==> config.mk <==
export PLATFORM = sky130hd
export DESIGN_NAME = xchg_regfile
export DESIGN_NICKNAME = d
export VERILOG_FILES = /design/src/rtl/xchg_regfile_pkg.sv /design/src/rtl/xchg_regfile_mem.sv /design/src/rtl/xchg_regfile.sv
export SDC_FILE = /design/constraint.sdc
export NUM_CORES = 1
export LEC_CHECK = 0
export CAP_MARGIN = 20
export CORE_MARGIN = 8
export CORE_UTILIZATION = 45
export CTS_CLUSTER_DIAMETER = 200
export DETAILED_ROUTE_END_ITERATION = 16
export PLACE_DENSITY = 0.79
export SETUP_SLACK_MARGIN = 0.5
export SYNTH_ARGS = -nofsm -noshare
export SYNTH_HDL_FRONTEND = slang
export SYNTH_SLANG_ARGS = --single-unit
==> constraint.sdc <==
create_clock -name CLK -period 3.2 [get_ports CLK]
set_clock_uncertainty 0.1 [all_clocks]
set_input_delay 0.48 -clock CLK [delete_from_list [all_inputs] [get_ports CLK]]
set_output_delay 0.48 -clock CLK [all_outputs]
set_load 0.005 [all_outputs]
==> src/rtl/xchg_regfile_pkg.sv <==
// Shared definitions for the exchange register file: default geometry and
// the sequencer state encoding (IDLE=0, READ=1, WRA=2, WRB=3, DONE=4).
package xchg_regfile_pkg;

    localparam int XCHG_WIDTH = 8;
    localparam int XCHG_DEPTH = 4;
    localparam int XCHG_AW    = 2;

    typedef enum logic [2:0] {
        ST_IDLE = 3'd0,
        ST_READ = 3'd1,
        ST_WRA  = 3'd2,
        ST_WRB  = 3'd3,
        ST_DONE = 3'd4
    } xchg_state_e;

endpackage

==> src/rtl/xchg_regfile_mem.sv <==
// DEPTHxWIDTH register storage.
//   clk_i/rst_i            : clock, synchronous active-high reset (clears all)
//   we_i/waddr_i/wdata_i   : single synchronous write port
//   raddr_i/rdata_o        : registered read port, 1-cycle latency; a same-edge
//                            write to the same index returns the old value
//   ra_addr_i/ra_data_o,
//   rb_addr_i/rb_data_o    : combinational read ports for the exchange READ
module xchg_regfile_mem
    import xchg_regfile_pkg::*;
#(
    parameter int WIDTH = XCHG_WIDTH,
    parameter int DEPTH = XCHG_DEPTH,
    parameter int AW    = XCHG_AW
) (
    input  logic             clk_i,
    input  logic             rst_i,
    input  logic             we_i,
    input  logic [AW-1:0]    waddr_i,
    input  logic [WIDTH-1:0] wdata_i,
    input  logic [AW-1:0]    raddr_i,
    output logic [WIDTH-1:0] rdata_o,
    input  logic [AW-1:0]    ra_addr_i,
    output logic [WIDTH-1:0] ra_data_o,
    input  logic [AW-1:0]    rb_addr_i,
    output logic [WIDTH-1:0] rb_data_o
);

    logic [WIDTH-1:0] mem_q [DEPTH];
    logic [WIDTH-1:0] rdata_q;

    always_ff @(posedge clk_i) begin
        if (rst_i) begin
            for (int i = 0; i < DEPTH; i++) mem_q[i] <= '0;
            rdata_q <= '0;
        end else begin
            if (we_i) mem_q[waddr_i] <= wdata_i;
            rdata_q <= mem_q[raddr_i];
        end
    end

    assign rdata_o   = rdata_q;
    assign ra_data_o = mem_q[ra_addr_i];
    assign rb_data_o = mem_q[rb_addr_i];

endmodule

==> src/rtl/xchg_regfile.sv <==
// Four-entry register file with an exchange sequencer driving an external
// combinational swap stage (swap_a/swap_b out, swap_ya/swap_yb back in).
//   CLK/RST          : clock, synchronous active-high reset
//   req/ra/rb        : start exchange of regs[ra] and regs[rb] (IDLE only)
//   busy/ack         : busy outside IDLE; ack pulses in DONE
//   swap_a/swap_b    : operands latched in READ, held otherwise
//   swap_ya/swap_yb  : swap results, written back in WRA/WRB
//   wr_en/wr_addr/wr_data : external write port (IDLE only)
//   rd_addr/rd_data  : registered read port, 1-cycle latency
module xchg_regfile
    import xchg_regfile_pkg::*;
#(
    parameter int WIDTH = XCHG_WIDTH,
    parameter int DEPTH = XCHG_DEPTH,
    parameter int AW    = XCHG_AW
) (
    input  logic             CLK,
    input  logic             RST,
    input  logic             req,
    input  logic [AW-1:0]    ra,
    input  logic [AW-1:0]    rb,
    output logic             busy,
    output logic             ack,
    output logic [WIDTH-1:0] swap_a,
    output logic [WIDTH-1:0] swap_b,
    input  logic [WIDTH-1:0] swap_ya,
    input  logic [WIDTH-1:0] swap_yb,
    input  logic             wr_en,
    input  logic [AW-1:0]    wr_addr,
    input  logic [WIDTH-1:0] wr_data,
    input  logic [AW-1:0]    rd_addr,
    output logic [WIDTH-1:0] rd_data
);

    xchg_state_e      state_q, state_d;
    logic [AW-1:0]    ra_q, rb_q;
    logic [WIDTH-1:0] swap_a_q, swap_b_q;
    logic [WIDTH-1:0] rd_a, rd_b;

    logic             we;
    logic [AW-1:0]    waddr;
    logic [WIDTH-1:0] wdata;

    always_ff @(posedge CLK) begin
        if (RST) begin
            state_q  <= ST_IDLE;
            ra_q     <= '0;
            rb_q     <= '0;
            swap_a_q <= '0;
            swap_b_q <= '0;
        end else begin
            state_q <= state_d;
            if (state_q == ST_IDLE && req) begin
                ra_q <= ra;
                rb_q <= rb;
            end
            // Storage already holds any write from the accepting edge here.
            if (state_q == ST_READ) begin
                swap_a_q <= rd_a;
                swap_b_q <= rd_b;
            end
        end
    end

    // Next state plus the write-port mux: external port in IDLE, swap
    // results in WRA/WRB, nothing elsewhere.
    always_comb begin
        state_d = state_q;
        we      = 1'b0;
        waddr   = wr_addr;
        wdata   = wr_data;
        case (state_q)
            ST_IDLE: begin
                we = wr_en;
                if (req) state_d = ST_READ;
            end
            ST_READ: state_d = ST_WRA;
            ST_WRA: begin
                we      = 1'b1;
                waddr   = ra_q;
                wdata   = swap_ya;
                state_d = ST_WRB;
            end
            ST_WRB: begin
                we      = 1'b1;
                waddr   = rb_q;
                wdata   = swap_yb;
                state_d = ST_DONE;
            end
            ST_DONE: state_d = ST_IDLE;
            default: state_d = ST_IDLE;
        endcase
    end

    xchg_regfile_mem #(.WIDTH(WIDTH), .DEPTH(DEPTH), .AW(AW)) u_mem (
        .clk_i     (CLK),
        .rst_i     (RST),
        .we_i      (we),
        .waddr_i   (waddr),
        .wdata_i   (wdata),
        .raddr_i   (rd_addr),
        .rdata_o   (rd_data),
        .ra_addr_i (ra_q),
        .ra_data_o (rd_a),
        .rb_addr_i (rb_q),
        .rb_data_o (rd_b)
    );

    assign busy   = (state_q != ST_IDLE);
    assign ack    = (state_q == ST_DONE);
    assign swap_a = swap_a_q;
    assign swap_b = swap_b_q;

endmodule
**Word level (Yosys, flattened, before mapping)**

Memories as Yosys holds them, arrays and structs flattened. A register that Yosys moved wholly into a read port is not among the register bits.
Cells that the tools add are included.

- Logic and storage cells: 27
- RAM bits: 32
- Output and inout port bits: 26
- Memories: 1
- Input bits: 36
- Register bits after elaboration: 7

Memory list:

| memory | depth | bits a word | read ports | clocked after Yosys merged registers in | wr ports | line | RTL |
|---|---|---|---|---|---|---|---|
| u_mem.mem_q | 4 | 8 | 3 | 3 | 4 | xchg_regfile_mem.sv:28 | `logic [WIDTH-1:0] mem_q [DEPTH];` |

- Muxes and demuxes: 13
- Eq/ne operators: 5
- Reductions and logical operators: 5

Operators with widths:

| cell | number |
|---|---|
| 8-bit one-hot mux with 2 select lines | 1 |
| 3-bit one-hot mux with 4 select lines | 1 |
| 8-bit two-way mux | 1 |
| 8-bit OR reduction | 1 |
| 3-bit by 2-bit equality test with 1-bit output, second input constant | 2 |
| 1-bit two-way mux | 6 |
| 2-bit one-hot mux with 2 select lines | 1 |
| 3-bit by 1-bit equality test with 1-bit output, second input constant | 1 |
| 3-bit equality test, second input constant | 1 |
| 3-bit logical NOT | 1 |
| 3-bit two-way mux | 1 |
| 3-bit nonzero test | 1 |
| 2-bit two-way mux | 1 |
| 2-bit != test, second input constant | 1 |
| 1-bit one-hot mux with 2 select lines | 1 |
| 2-bit OR reduction | 1 |
| 1-bit logical AND | 1 |

**Longest topological paths before layout**

Gate-level depths: netlist of run 1.

- Word-level depth: 8
- Gate-level depth with buffers: 6
- Mapped depth without buffers: 3

**Cells and area by module**

Synthesis of run 1 repeated with hierarchy kept, for this count alone.

- Cells, all modules: 260
- Area total of the unflattened synthesis: 3377.0 um^2

By module, submodules not included:

| module | area an instance (um^2) | instances | sequential area each (um^2) | cells an instance |
|---|---|---|---|---|
| xchg_regfile_mem | 2062.0 | 1 | 1121.1 | 132 |
| xchg_regfile | 1315.0 | 1 | 460.4 | 128 |

**Least setup slack after synthesis of run 1**

OpenSTA, ideal clock, no wires.

- Kind: register to register
- Start: register state_q[0]
- End: memory u_mem.mem_q[1][0] in the netlist's numbering (enable)
- Buffers on the path: 1
- Library setup time: 387 ps
- Arrival: 1786 ps
- Setup slack: 927 ps
- Clock period less this slack: 2273 ps
- Cell stages (with the launch flop): 5
- Data required time: 2713 ps
- Path through: dfxtp_1 buf_6 mux2_4 mux2_4 o31ai_1

RTL lines:

| element | line | RTL |
|---|---|---|
| start, declared | xchg_regfile.sv:35 | `xchg_state_e state_q, state_d;` |
| start signal, assigned | xchg_regfile.sv:52 | `state_q <= state_d;` |
| end, declared | xchg_regfile_mem.sv:28 |  |

==> summary.txt, run 1 <==
STA
  – Final hold violations: 0
  – Pin slew with the least headroom to its limit: 0.9009 ns
  – Slew Viols, Final: 0
  – Minimum clock period: 2.443 ns
  – Final period util: 0.7633
  – RSZ-0062 raised after global routing: false
  – Setup TNS: 0 ns
  – Final-report setup violation count: 0
  – Hold WS: 0.3545 ns
  – Slew headroom: 0.3967
  – Fmax: 0.4094 GHz

Cells and area
  – Share of layout cells above drive strength 1: 0.2032
  – Final-stage net count: 341
  – Final non-filler cell total: 406
  – ANT cells: 0
  – Area grow syn2layout: 25.70%

Synthesis
  – Mapped Nets: 284
  – Async set or reset register ratio after synthesis: 0
  – Yosys Warn Count: 0
  – Synth area leaders: edfxtp_1 (30%), dfxtp_1 (20%), mux4_2 (17%), nor4_1 (4.9%), mux2i_1 (3.8%)
  – Commonest cells in the netlist: edfxtp_1 (32), nand2_1 (32), dfxtp_1 (31), nor4_1 (25), mux4_2 (24)
  – #FFs+latches synth: 63
  – Synth area leader: edfxtp_1
  – Synth Flop Type: edfxtp_1
  – Yosys cell types: 31
  – Synth Instances: 248
  – Mean Syn Cell Area: 12.80 µm²
  – Cell area after synthesis: 0.003174 mm²
  – Post-synth EDFFs: 32
  – Sequential area share after synthesis: 0.4982
  – Share of the synthesized area in the top cell type: 0.3027

Power
  – Net switching power: 0.4974 mW
  – Switching share of total power: 0.2545
  – Flop pwr share: 0.499
  – Power Total: 1.954 mW
  – VDD IR max: 0.2738 mV
  – Power share of the clock group: 0.307
  – Pwr/cell area: 489.7 mW/mm²
  – P_int: 1.457 mW
  – Leakage: 1.348 nW
  – Gate power share: 0.194

Worst setup path
  – Crit. End Element: register
  – Worst path bufs/invs: 1
  – CP cell instances: nor2b_4 > mux2_4 > o31ai_1 > buf_4
  – CP max stage cell: dfxtp_1
  – Critical Path RT: 3.15 ns
  – CP max stage delay: 0.59 ns
  – CP Max Fanout: 18
  – CP Data Arrival Time: 2.39 ns
  – Crit start category: register
  – Critical setup path kind: reg2reg
  – Cell family with most CP delay: flip-flops

Flow run
  – Max-Cap Viols: 0

GRT
  – Maximum number of pins on one net before global-route repair: 35
  – First-pass GRT wire length: 10760 µm
  – Vias in the first global route: 2185
  – GR Overflow Total: 0
  – GR Util All Layers: 0.1367
  – Initial antenna violation count: 0

Clocking
  – Post-CTS Setup Bufs: 0
  – Hold_buf cts: 0
  – CTS Buf Count: 9
  – CTS tree: yes
  – Clock H-tree levels: 3
  – Clk root buf: clkbuf_8
  – Deepest clock path buffer count: 2
  – Worst-Skew Late Latency: 0.33 ns
  – Num Clock Sinks: 63
  – Clk slew on worst S/H paths: 0.06 ns
  – Post-CTS resize count: 0

Placed design
  – DP Wirelength: 4923 µm
  – IO Port Bufs: 61
  – Gp weighted congestion: 0.7903
  – Cells after DPL: 390

Floorplan
  – Initial Utilization: 0.4672
  – Ports: 62
  – Die width: 99.99 µm
  – Core footprint: 0.006794 mm²
  – Die Height: 99.99 µm
  – FP Rows: 30
  – DIE AREA: 0.009998 mm²

Route
  – Total Routed Length: 6517 µm
  – DRT iter0 DRCs: 88
  – Met3 WL: 614 µm
  – WL met2: 2882 µm
  – Vias per cell: 5.374
  – Wire per inst: 16.05 µm
  – Post-route ant nets: 0
  – Routed metal-1 wire length: 2872 µm
  – DRT Pass-1 Iters: 4
  – DRC errors left: 0
  – Routed via count: 2182
  – DR top layer: met4

Hold path
  – HP Class: reg2reg

Run status
  – Run status: finished, final reports clean
## through the flow
stage | cell area (µm²) | setup WS [ns] | util
after global placement | 3819 | 0.8011 | 0.5621
after global routing | 3990 | 0.6578 | 0.5873
after floorplan | 3174 | 0.9275 | -
after detailed placement | 3819 | 0.7450 | 0.5621
after CTS | 3990 | 0.7462 | 0.5873
final | 3990 | 0.7574 | 0.5873
## per-layer routing
layer  up-vias  track usage
met4         0      0.08605
li1       1058            -
met1      1016       0.1807
met2        94       0.1929
met5         -            0
met3        14      0.03737
## final cells by class
| class | count | area (µm²) |
|---|---|---|
| fill | 553 | 2804 |
| clock buffer | 15 | 166.4 |
| sequential | 63 | 1582 |
| multi-input combinational | 161 | 1443 |
| timing repair buffer | 69 | 670.6 |
| inverter | 1 | 3.754 |
| tap | 96 | 120.1 |
| clock inverter | 1 | 5.005 |
## power groups by stage
stage | combinational (mW) | clock [mW] | sequential (mW)
after floorplan | 0.283 | 0 | 0.958
after global placement | 0.374 | 0 | 0.986
after detailed placement | 0.382 | 0 | 0.992
after CTS | 0.383 | 0.612 | 0.975
after global routing | 0.412 | 0.641 | 0.984
final | 0.380 | 0.599 | 0.975
## registers in the layout, summed over array words and instances, names as in the netlist
name / count
u_mem.rdata_o: 8
u_mem.mem_q: 32
swap_a: 8
state_q: 3
rb_q: 2
swap_b: 8
ra_q: 2
## worst register-to-register path, cell delays in order, from the launching register on
cell     delay, ns
dfxtp_1       0.59
nor2b_4       0.31
mux2_4        0.41
o31ai_1       0.51
buf_4         0.24
## cells by family (layout without fill, tap and decap cells)
logic type,after synthesis,after routing,share of synthesized area
AND/OR/NAND/NOR,88,88,0.1478
flip-flops,63,63,0.4982
multiplexers,50,50,0.2641
buffers and inverters,24,86,0.04848
AO/OA/AOI/OAI,22,22,0.03863
XOR/XNOR,1,1,0.002760
## path summary, 6_finish.rpt
path	slack, ns	startpoint	endpoint	depth (start not counted)
max	0.76	state_q[1]$_SDFFE_PP0P_	u_mem.mem_q[2][5]$_SDFFCE_PN0P_	4
min	0.35	swap_a[4]$_SDFFE_PP0P_	swap_a[4]$_SDFFE_PP0P_	2
max reg2reg	0.76	state_q[1]$_SDFFE_PP0P_	u_mem.mem_q[2][5]$_SDFFCE_PN0P_	4
min reg2reg	0.35	swap_a[4]$_SDFFE_PP0P_	swap_a[4]$_SDFFE_PP0P_	2
## layout by cell type, fill, tap and decap left out
| master | Yosys | layout |
|---|---|---|
| nor4b_4 | 1 | 1 |
| or3_1 | 1 | 1 |
| or3b_2 | 1 | 1 |
| a21oi_1 | 16 | 16 |
| nor2b_4 | 1 | 1 |
| nand2_1 | 32 | 32 |
| xnor2_1 | 1 | 1 |
| clkbuf_1 | 8 | 4 |
| mux2i_2 | 2 | 2 |
| inv_1 | 1 | 1 |
| buf_4 | 4 | 8 |
| o31ai_1 | 4 | 4 |
| nor4_1 | 25 | 25 |
| nor2b_1 | 1 | 1 |
| mux2_2 | 8 | 8 |
| nor3b_1 | 1 | 1 |
| o21ai_2 | 0 | 1 |
| nor3_1 | 1 | 1 |
| clkinv_2 | 0 | 1 |
| clkbuf_8 | 0 | 11 |
| clkdlybuf4s50_1 | 0 | 61 |
| mux2_4 | 4 | 4 |
| dfxtp_1 | 31 | 31 |
| mux2i_1 | 12 | 12 |
| mux4_2 | 24 | 24 |
| and2_1 | 8 | 8 |
| nor3b_2 | 1 | 1 |
| o21bai_1 | 1 | 1 |
| nor2_1 | 14 | 14 |
| and3_1 | 1 | 1 |
| edfxtp_1 | 32 | 32 |
(Power assumes the default switching activity.)
==> inputs of run 2 (changes only) <==
PLACE_DENSITY = 0.82   (was 0.79)
clock period = 2 ns   (was 3.2 ns; I/O delays follow)
==> summary.txt, run 2 (synthesized netlist as in run 1, its figures left out) <==
STA
  – Final period util: 0.9565
  – Final-report setup violation count: 0
  – Setup TNS: 0 ns
  – Slew headroom: 0.7296
  – RSZ-0062 raised after global routing: true
  – Final worst slack: 0.08707 ns
  – Pin slew with the least headroom to its limit: 0.4044 ns
  – Fmax: 0.5228 GHz
  – Hold WS: 0.3434 ns
  – Final hold violations: 0
  – Minimum clock period: 1.913 ns
  – Slew Viols, Final: 0

Floorplan
  – Ports: 62
  – Die width: 99.99 µm
  – Initial Utilization: 0.4672
  – Die Height: 99.99 µm
  – FP Rows: 30
  – Core footprint: 0.006794 mm²
  – DIE AREA: 0.009998 mm²

Worst setup path
  – Critical path destination: u_mem.mem_q[2][6]$_SDFFCE_PN0P_
  – CP Launch Point: state_q[0]$_SDFFE_PP0P_
  – Critical Path RT: 1.96 ns
  – R2R Path End: u_mem.mem_q[2][6]$_SDFFCE_PN0P_
  – CP Data Arrival Time: 1.87 ns
  – R2R Path Start: state_q[0]$_SDFFE_PP0P_
  – Crit. End Element: register
  – Crit start category: register
  – Cells on worst reg2reg path: 4
  – CP Max Fanout: 8
  – Reg-to-reg slack, setup: 0.09 ns
  – Critical setup path kind: reg2reg

Placed design
  – Gp weighted congestion: 0.8095
  – DP Worst Slack: -0.06220 ns
  – DP Wirelength: 5652 µm
  – Cells after DPL: 408
  – IO Port Bufs: 61

Power
  – Pwr/cell area: 741.5 mW/mm²
  – VDD IR max: 0.4045 mV
  – Leakage: 1.855 nW
  – Power Total: 3.790 mW

Route
  – Routed via count: 2590
  – DRT iter0 DRCs: 135
  – DRT Pass-1 Iters: 4
  – Wire per inst: 22.82 µm
  – DRC errors left: 0
  – Total Routed Length: 10250 µm
  – Post-route ant nets: 0
  – Vias per cell: 5.768

Cells and area
  – Share of layout cells above drive strength 1: 0.5099
  – Largest register FFs: 32
  – Area grow syn2layout: 61.02%
  – Largest Register: u_mem.mem_q
  – Most frequent cells in the layout: clkdlybuf4s50_1 (33), edfxtp_1 (32), dfxtp_1 (29), dlygate4sd2_1 (25), mux4_2 (24)
  – Final-stage net count: 384
  – ANT cells: 0
  – Final non-filler cell total: 449
  – Most common cell after layout, fill and taps aside: clkdlybuf4s50_1

Run status
  – Run status: finished, final reports clean

Clocking
  – Clk slew on worst S/H paths: 0.08 ns
  – Clock H-tree levels: 3
  – Clk root buf: clkbuf_8
  – Deepest clock path buffer count: 2
  – CTS tree: yes
  – CTS Buf Count: 9
  – Num Clock Sinks: 63
  – Worst-Skew Late Latency: 0.35 ns

GRT
  – Initial antenna violation count: 0
  – Maximum number of pins on one net before global-route repair: 25
  – Vias in the first global route: 2690
  – GR Util All Layers: 0.1819
  – GR Overflow Total: 0
  – First-pass GRT wire length: 14100 µm

Flow run
  – Max-Cap Viols: 0

Hold path
  – HP Class: in2reg
[run 2: changes by cell type in the layout (fill, tap and decap cells not counted), sizes merged, moves of 3 or more]
cell,delta
clkdlybuf4s50,-28
clkinv,+3
buf,+43
clkbuf,-4
dlygate4sd2,+25
[run 2: metal layers]
metal / share of wire / GRT usage / routed length (µm) / up-vias
met2: 0.54 / 0.2991 / 5541 / 119
met5: 0 / 0 / 0 / -
li1: - / - / - / 1154
met4: 0.024 / 0.08837 / 247 / 0
met1: 0.37 / 0.2164 / 3767 / 1297
met3: 0.067 / 0.04706 / 691 / 20
[run 2: critical path, stage by stage (launching register included)]
cell and delay, ns:
dfxtp_4 0.38, mux2_4 0.33, mux2_4 0.34, o31ai_4 0.27, buf_6 0.20
[run 2: stage by stage]
stage / instance area (µm²) / util
3_3_place_gp: 4081 / 0.6007
3_5_place_dp: 4081 / 0.6007
5_1_grt: 5111 / 0.7523
2_1_floorplan: 3304 / -
6_report: 5111 / 0.7523
4_1_cts: 4711 / 0.6934
[run 2: worst min path at each step]
stage,from,endpoint,slack [ns],depth (start not counted)
finish,RST,state_q[2]$_SDFFE_PP0P_,0.34,3
global route,RST,state_q[2]$_SDFFE_PP0P_,0.36,3
CTS,swap_a[2]$_SDFFE_PP0P_,swap_a[2]$_SDFFE_PP0P_,0.35,2
detailed placement,swap_a[2]$_SDFFE_PP0P_,swap_a[2]$_SDFFE_PP0P_,0.35,2
global placement,swap_a[2]$_SDFFE_PP0P_,swap_a[2]$_SDFFE_PP0P_,0.34,2
floorplan,RST,state_q[1]$_SDFFE_PP0P_,0.27,1
[run 2: timing repair]
| action | CTS | global route |
|---|---|---|
| resized for setup | 98 | 67 |
| buffers inserted | 13 | 10 |
| pin swaps | 13 | 38 |
| hold buffers | 0 | 0 |
| gates cloned | 2 | 0 |
| setup endpoints to repair | 110 | 84 |
[run 2: power breakdown]
part           internal [mW]  switching [mW]  total (mW)
sequential              1.47          0.0735        1.54
clock                  0.566           0.518        1.08
combinational          0.606           0.561        1.17
[run 2: cell type report]
type,count,area [µm²]
Clock buffer,11,131.4
Timing Repair Buffer,111,1160
Clock inverter,5,48.80
Sequential cell,63,1587
Tap cell,96,120.1
Fill cell,409,1683
Inverter,1,7.507
Multi-Input combinational cell,162,2057
==> inputs of run 3 (changes only) <==
CORE_MARGIN = 4   (was 8)
==> summary.txt, run 3 (synthesized netlist as in run 1, its figures left out) <==
Hold path
  – Hold path cells: 3
  – HP Class: in2reg

Worst setup path
  – Crit. End Element: output port
  – CP Max Fanout: 6
  – Critical setup path kind: reg2out
  – CP Data Arrival Time: 1.53 ns
  – Crit start category: register
  – Critical Path RT: 1.60 ns
  – Cells on worst reg2reg path: 4

Cells and area
  – Largest Register: u_mem.mem_q
  – Register area: 0.001588 mm²
  – ANT cells: 0
  – Design area: 0.004987 mm²
  – Most frequent cells in the layout: clkdlybuf4s50_1 (33), nand2_1 (32), edfxtp_1 (32), dfxtp_1 (28)
  – Final-stage net count: 376
  – Final non-filler cell total: 441
  – Area of the multi-input gates: 0.001949 mm²
  – Largest register FFs: 32
  – Area grow syn2layout: 57.11%
  – Most common cell after layout, fill and taps aside: clkdlybuf4s50_1
  – Share of layout cells above drive strength 1: 0.4232
  – Fill cells: 440

GRT
  – Met2 Use GR: 0.3540
  – GR Util All Layers: 0.2028
  – GR Overflow Total: 0
  – Grt met1 use: 0.2392
  – First-pass GRT wire length: 13090 µm
  – Grt peak-use layer: met2
  – Maximum number of pins on one net before global-route repair: 25
  – Initial antenna violation count: 0
  – Met3 Use GR: 0.04020
  – Vias in the first global route: 2538

Route
  – DRC errors left: 0
  – Post-route ant nets: 0
  – Routed via count: 2467
  – Wire per inst: 20.18 µm
  – Vias per cell: 5.594
  – DRT Pass-1 Iters: 4
  – Total Routed Length: 8899 µm
  – DRT iter0 DRCs: 85

Placed design
  – DP Wirelength: 5431 µm
  – IO Port Bufs: 61
  – Cells after DPL: 407
  – DP Worst Slack: -0.02560 ns
  – Placed cell areas: 0.004086 mm²
  – Gp weighted congestion: 0.7730

STA
  – Final-report setup violation count: 0
  – Minimum clock period: 1.930 ns
  – Slew headroom: 0.7394
  – Final worst slack: 0.06957 ns
  – Pin slew with the least headroom to its limit: 0.3827 ns
  – Final period util: 0.9652
  – Setup TNS: 0 ns
  – Final hold violations: 0
  – Slew Viols, Final: 0
  – RSZ-0062 raised after global routing: true
  – Fmax: 0.5180 GHz

Power
  – Leakage: 1.817 nW
  – VDD IR max: 0.4398 mV
  – Pwr/cell area: 745.6 mW/mm²

Floorplan
  – Die width: 91.99 µm
  – Initial Utilization: 0.4647
  – Ports: 62
  – DIE AREA: 0.008462 mm²
  – Die Height: 91.99 µm
  – Core footprint: 0.006832 mm²
  – FP Rows: 30

Flow run
  – Max-Cap Viols: 0

Run status
  – Run status: finished, final reports clean

Clocking
  – Clock H-tree levels: 3
  – CTS Buf Count: 9
  – Clk root buf: clkbuf_8
  – Num Clock Sinks: 63
  – Worst-Skew Late Latency: 0.35 ns
  – Hold_buf cts: 0
  – Deepest clock path buffer count: 2
  – CTS tree: yes
  – Clk slew on worst S/H paths: 0.08 ns
[run 3: changes by cell type in the layout (fill, tap and decap cells not counted), moves of 2 or more]
cell and change:
a21oi_1 +13, a21oi_2 -13, buf_4 -11, buf_6 +3, clkbuf_1 -2, clkinvlp_4 +2, nand2_1 +13, nand2_2 -13
nor2_4 -2, nor4_2 -2
[run 3: final timing paths]
kind,startpoint,end,slack [ns]
worst max-delay path,state_q[0]$_SDFFE_PP0P_,ack,0.07
worst min register to register,swap_b[3]$_SDFFE_PP0P_,swap_b[3]$_SDFFE_PP0P_,0.35
worst max register to register,state_q[0]$_SDFFE_PP0P_,u_mem.mem_q[1][4]$_SDFFCE_PN0P_,0.11
worst min-delay path,RST,state_q[0]$_SDFFE_PP0P_,0.32
[run 3: worst max-delay path: stages, from the launching register on]
cell and delay, ns:
dfxtp_4 0.38, buf_4 0.15, buf_12 0.12, buf_6 0.11, nor3b_1 0.25, buf_2 0.17
[run 3: final cells by class]
cell class | count | share of cell area
Timing Repair Buffer | 104 | 0.2275
Clock inverter | 7 | 0.01279
Tap cell | 96 | 0.02408
Inverter | 1 | 0.001505
Multi-Input combinational cell | 161 | 0.3909
Clock buffer | 9 | 0.02484
Sequential cell | 63 | 0.3184
[run 3: metal layers]
layer  part of all wire  vias up
li1                   -     1135
met1               0.40     1227
met2               0.53       83
met3              0.044       22
met4              0.029        0
met5                  0        -
[run 3: stage by stage]
step	utilization	power, mW	hold slack (ns)
2_1_floorplan	-	2.044	0.2692
3_3_place_gp	0.5982	2.287	0.3426
3_5_place_dp	0.5982	2.318	0.3470
4_1_cts	0.6886	3.540	0.3533
5_1_grt	0.7300	3.849	0.3292
6_report	0.7300	3.719	0.3232
[run 3: repair_timing]
item                       CTS  global route
pin swaps                    9            14
setup endpoints to repair  107            91
setup buffers               11             5
gates cloned                 1             1
resized for setup           97            33
[run 3: where the power goes]
group,switching [mW],internal (mW),total [mW]
combinational,0.516,0.583,1.10
sequential,0.0692,1.47,1.53
clock,0.521,0.564,1.08
